## src/rtl/br_write_arbiter.sv

```systemverilog
// br_write_arbiter: owns the single write port of the register file.
// After reset, or on a clr_start pulse, it sweeps zeros into every register.
// Outside the sweep it round-robin arbitrates between requester A (ALU
// writeback) and requester B (memory-load writeback). WriteReg, WriteData
// and RegWrite are registered and drive the register file directly.
//
// Optional build macro: ZERO_REG_PROTECT_EN
//   When defined, a requester write to address 0 still completes the
//   handshake, but RegWrite is suppressed. The clear sweep still writes
//   register 0.
//
// state    | meaning
// ---------+---------------------------------------------------------------
// ST_CLEAR | zero-clear sweep, one register per cycle; requesters stalled
// ST_ARB   | round-robin arbitration of the write port between A and B

module br_write_arbiter #(
    parameter int NUM_REGS = 32,
    parameter int ADDR_W   = 5,
    parameter int DATA_W   = 32,
    parameter int CNT_W    = 16
) (
    input  logic              clk,
    input  logic              rst_n,
    input  logic              a_valid,
    input  logic [ADDR_W-1:0] a_addr,
    input  logic [DATA_W-1:0] a_data,
    output logic              a_ready,
    input  logic              b_valid,
    input  logic [ADDR_W-1:0] b_addr,
    input  logic [DATA_W-1:0] b_data,
    output logic              b_ready,
    input  logic              clr_start,
    output logic              busy,
    output logic [ADDR_W-1:0] WriteReg,
    output logic [DATA_W-1:0] WriteData,
    output logic              RegWrite,
    output logic [CNT_W-1:0]  conflict_cnt
);

    typedef enum logic [0:0] {
        ST_CLEAR = 1'b0,
        ST_ARB   = 1'b1
    } state_t;

    localparam logic [ADDR_W-1:0] LAST_IDX = ADDR_W'(NUM_REGS - 1);

    state_t              state_q, state_d;
    logic [ADDR_W-1:0]   clr_idx_q, clr_idx_d;
    // 1: B won the most recent tie, so A wins the next one.
    logic                last_grant_b_q, last_grant_b_d;
    logic                reg_write_q, reg_write_d;
    logic [ADDR_W-1:0]   write_reg_q, write_reg_d;
    logic [DATA_W-1:0]   write_data_q, write_data_d;
    logic [CNT_W-1:0]    conflict_q, conflict_d;

    logic                xfer;
    logic [ADDR_W-1:0]   xfer_addr;
    logic [DATA_W-1:0]   xfer_data;
    logic                xfer_commit;

    // Next-state, grant and write-port decode.
    always_comb begin
        state_d        = state_q;
        clr_idx_d      = clr_idx_q;
        last_grant_b_d = last_grant_b_q;
        reg_write_d    = 1'b0;
        write_reg_d    = write_reg_q;
        write_data_d   = write_data_q;
        conflict_d     = conflict_q;
        a_ready        = 1'b0;
        b_ready        = 1'b0;
        xfer           = 1'b0;
        xfer_addr      = '0;
        xfer_data      = '0;
        xfer_commit    = 1'b0;

        case (state_q)
            ST_CLEAR: begin
                reg_write_d  = 1'b1;
                write_reg_d  = clr_idx_q;
                write_data_d = '0;
                clr_idx_d    = clr_idx_q + 1'b1;
                if (clr_idx_q == LAST_IDX) begin
                    state_d = ST_ARB;
                end
            end

            ST_ARB: begin
                // Counted even when a clear request pre-empts the grant.
                if (a_valid && b_valid && (conflict_q != '1)) begin
                    conflict_d = conflict_q + 1'b1;
                end

                if (clr_start) begin
                    state_d   = ST_CLEAR;
                    clr_idx_d = '0;
                end else begin
                    if (a_valid && b_valid) begin
                        // Pointer only moves on a tie, so a lone grant does
                        // not steal the next tie from the other side.
                        a_ready        = last_grant_b_q;
                        b_ready        = !last_grant_b_q;
                        last_grant_b_d = !last_grant_b_q;
                    end else begin
                        a_ready = a_valid;
                        b_ready = b_valid;
                    end

                    if (a_ready) begin
                        xfer      = 1'b1;
                        xfer_addr = a_addr;
                        xfer_data = a_data;
                    end else if (b_ready) begin
                        xfer      = 1'b1;
                        xfer_addr = b_addr;
                        xfer_data = b_data;
                    end

`ifdef ZERO_REG_PROTECT_EN
                    xfer_commit = xfer && (xfer_addr != '0);
`else
                    xfer_commit = xfer;
`endif
                    if (xfer_commit) begin
                        reg_write_d  = 1'b1;
                        write_reg_d  = xfer_addr;
                        write_data_d = xfer_data;
                    end
                end
            end

            default: begin
                state_d   = ST_CLEAR;
                clr_idx_d = '0;
            end
        endcase
    end

    // State and write-port registers; reset restarts the sweep from 0.
    always_ff @(posedge clk or negedge rst_n) begin
        if (!rst_n) begin
            state_q        <= ST_CLEAR;
            clr_idx_q      <= '0;
            last_grant_b_q <= 1'b1;
            reg_write_q    <= 1'b0;
            write_reg_q    <= '0;
            write_data_q   <= '0;
            conflict_q     <= '0;
        end else begin
            state_q        <= state_d;
            clr_idx_q      <= clr_idx_d;
            last_grant_b_q <= last_grant_b_d;
            reg_write_q    <= reg_write_d;
            write_reg_q    <= write_reg_d;
            write_data_q   <= write_data_d;
            conflict_q     <= conflict_d;
        end
    end

    assign busy         = (state_q == ST_CLEAR);
    assign RegWrite     = reg_write_q;
    assign WriteReg     = write_reg_q;
    assign WriteData    = write_data_q;
    assign conflict_cnt = conflict_q;

endmodule

```

## config.mk

```make
export PLATFORM = sky130hd
export DESIGN_NAME = br_write_arbiter
export DESIGN_NICKNAME = d
export VERILOG_FILES = /design/src/rtl/br_write_arbiter.sv
export SDC_FILE = /design/constraint.sdc
export NUM_CORES = 1
export LEC_CHECK = 0
export BUFFER_PORTS_ARGS = -buffer_cell sky130_fd_sc_hd__buf_4
export CORE_MARGIN = 2
export CORE_UTILIZATION = 41
export CTS_BUF_LIST = sky130_fd_sc_hd__clkbuf_2
export CTS_CLUSTER_SIZE = 24
export DETAILED_ROUTE_END_ITERATION = 8
export GPL_TIMING_DRIVEN = 0
export HOLD_SLACK_MARGIN = 0.06
export PLACE_DENSITY = 0.67
export SLEW_MARGIN = 30
export SYNTH_ARGS = -nofsm -noshare
export SYNTH_HDL_FRONTEND = slang
export SYNTH_SLANG_ARGS = --single-unit
```

## constraint.sdc

```tcl
create_clock -name clk -period 1.7 [get_ports clk]
set_input_delay 0.17 -clock clk [delete_from_list [all_inputs] [get_ports clk]]
set_output_delay 0.17 -clock clk [all_outputs]
set_load 0.01 [all_outputs]
```

==> impl_results.md <==
* Pins Over Slew Limit at 0
* Sink Count at 61
* Pre-CTS WS at -221 ps
* Layout fillers at 587
* Leakage at 2.61 nW
* Clk_skew at 37.6 ps
* Routed WL at 10700 µm
* Chip Width at 91.8 µm
* DRT iter0 DRCs at 151
* Mapped Cells at 353
* Worst path max stage delay at 580 ps
* Slew headroom at 48.4%
* Core area at 0.00761 mm²
* Max clock buf depth at 2
* First-pass GRT wire length at 17400 µm
* Layout area overhead at 69.0%
* Clock slew at reported path FFs at 170 ps
* CP delay by family, top: flip-flops
* Die area at 0.00842 mm²
* Post-synth EDFFs at 0
* Vias per inst at 5.18
* Top_reg_cell synth: dfrtp_1
* Fin crit period at 1860 ps
* Crit path kind: reg -> out
* Final setup TNS at -276 ps
* Per-cell routed wire length at 15.6 µm
* Top Ports at 136
* Max cap viols at 0
* Commonest non-fill, non-tap cell in the layout: buf_4
* Crit path max fanout at 2
* Hpwl dp at 6750 µm
* Worst-Margin Slew at 773 ps
* Worst-Skew Late Latency at 480 ps
* Final setup viols at 3
* Die height at 91.8 µm
* Pre-antenna DRT Iters at 4
* CP Cell Sequence: inv_2 > a21boi_2 > buf_4 > buf_6 > and2_4 > buf_6
* Yosys warns at 0
* VDD IR max at 410 µV
* Core Util, Final at 70.2%
* Largest net degree at the start of global routing at 62
* Hold Fails Final Rpt at 0
* CTS tree: done
* Post-synth ARST share at 100%
* Number of synthesized register bits at 61
* Inserted Clock Buffers at 9
* Register area share after synthesis at 48.4%
* Initial antenna violation count at 0
* Finished Layout Cells at 689
* Synth Cell Area at 0.00316 mm²
* Hold crit path type: in -> reg
* Cell Rows at 32
* Hold Slack at 112 ps
* Crit-path slowest cell: dfstp_2
* Post-placement cell count at 590
* WP data required at 1530 ps
* Congestion Overflow GR at 0
* WP buf/inv at 4
* RSZ-0062 raised after global routing: yes
* Synthesized area per cell at 8.95 µm²
* Worst setup margin at -156 ps
* Period utilization at 109%
* Port buffer count at 135
* Worst path arrival time at 1690 ps
* Vias at 3569
* Residual DRC at 0
* H-tree depth at 3
* Distinct cell type count after synthesis at 42
* Element type at the critical path end: primary output
* Max Clk Rate at 539 MHz
* Power density cells at 826 mW/mm²
* Crit path top cell by count: buf_6
* Synth Net Count at 435
* Status: complete, but fails checks
* Global placer's final weighted congestion at 0.851
* Antenna Violating Nets Remaining at 0
* Vias in the first global route at 3592
* Failing checks: negative setup slack
* Startpoint types: flop
* Starting Density at 41.5%
* CTS root buf: clkbuf_2
* GRT Util Overall at 26.0%
* Layout Nets at 664
* Share of cells above drive strength 1 at 34.1%
* Most frequent cells in the layout: 150 x buf_4, 68 x dlygate4sd3_1, 58 x dfrtp_1
* Diodes inserted at 0
## final cells by class
type / instances / area [µm²] / share of cell area [%]
repair buffers: 221 / 1850 / 34.6
clock inverters: 7 / 97.6 / 1.83
clock buffers: 9 / 45.0 / 0.844
flip-flops and latches: 61 / 1530 / 28.7
inverters: 39 / 148 / 2.77
well taps: 102 / 128 / 2.39
multi-input cells: 230 / 1430 / 26.7
plain buffers: 20 / 118 / 2.20
## worst reg2reg max path, stage by stage (launching register included)
cell,delay (ps)
dfrtp_1,430
nor2b_2,200
o21ai_1,400
clkbuf_1,400
o21ai_0,170
## flip-flops by register name (all words and copies together), names as in the netlist
name            cells
WriteReg            5
RegWrite            1
WriteData          32
last_grant_b_q      1
conflict_cnt       16
clr_idx_q           5
state_q             1
## report_power, final
| part | switching (mW) | total (mW) | internal [mW] |
|---|---|---|---|
| clock network | 0.582 | 1.07 | 0.491 |
| logic | 0.704 | 1.52 | 0.817 |
| registers | 0.171 | 1.81 | 1.64 |
| total | 1.46 | 4.41 | 2.95 |
## metrics by stage
stage | total power, mW | cell area, µm²
2_1_floorplan | 2.46 | 3160
3_3_place_gp | 2.96 | 4300
3_5_place_dp | 2.99 | 4300
4_1_cts | 4.30 | 5240
5_1_grt | 4.68 | 5340
6_report | 4.41 | 5340
## cell families (layout without fill, tap and decap cells)
logic type	count (synthesis)	after routing	synth area share (%)
flops	61	61	48.4
buf+inv	62	296	7.84
simple gates	80	80	13.1
xor+xnor	12	12	3.33
fa+ha+maj	3	3	1.19
mux	1	1	0.475
compound gates	134	134	25.7
## routing by layer
layer	wire, µm	track usage (%)	vias to the layer above
met5	0	0	-
met1	4330	32.5	1678
li1	-	-	1705
met2	5340	42.8	164
met3	871	6.66	22
met4	199	10.7	0
## Yosys cell counts (all sizes together) (6+ instances only)
| cell | count | area, µm² |
|---|---|---|
| dfrtp | 60 | 1500 |
| nor2 | 6 | 22.5 |
| a21oi | 39 | 195 |
| inv | 38 | 143 |
| buf | 12 | 60.1 |
| clkbuf | 11 | 41.3 |
| o21ai | 38 | 190 |
| and3 | 7 | 43.8 |
| a211oi | 35 | 263 |
| nand3 | 7 | 35.0 |
| nand2 | 39 | 146 |
| xnor2 | 9 | 78.8 |
| nand4 | 9 | 62.6 |
## worst paths after layout
| check | cells past startpoint | start | slack (ps) | end |
|---|---|---|---|---|
| setup / recovery | 6 | last_grant_b_q | -160 | a_ready |
| hold / removal | 5 | b_data[14] | 110 | WriteData[14] |
| setup reg to reg | 4 | state_q | 0 | WriteReg[3] |
| min in group asynchronous | 2 | rst_n | 280 | conflict_cnt[9] |
| hold reg to reg | 2 | WriteData[4] | 510 | WriteData[4] |
| max in group asynchronous | 2 | rst_n | 860 | conflict_cnt[0] |
## what timing repair did
action	4_1_cts	5_1_grt
hold buffers	68	0
endpoints found under the setup margin	35	33
endpoints found under the hold margin	103	0
pin swaps	1	3
buffers inserted	12	7
resized for setup	15	21
Note: power is estimated with default switching activity, not from simulation.
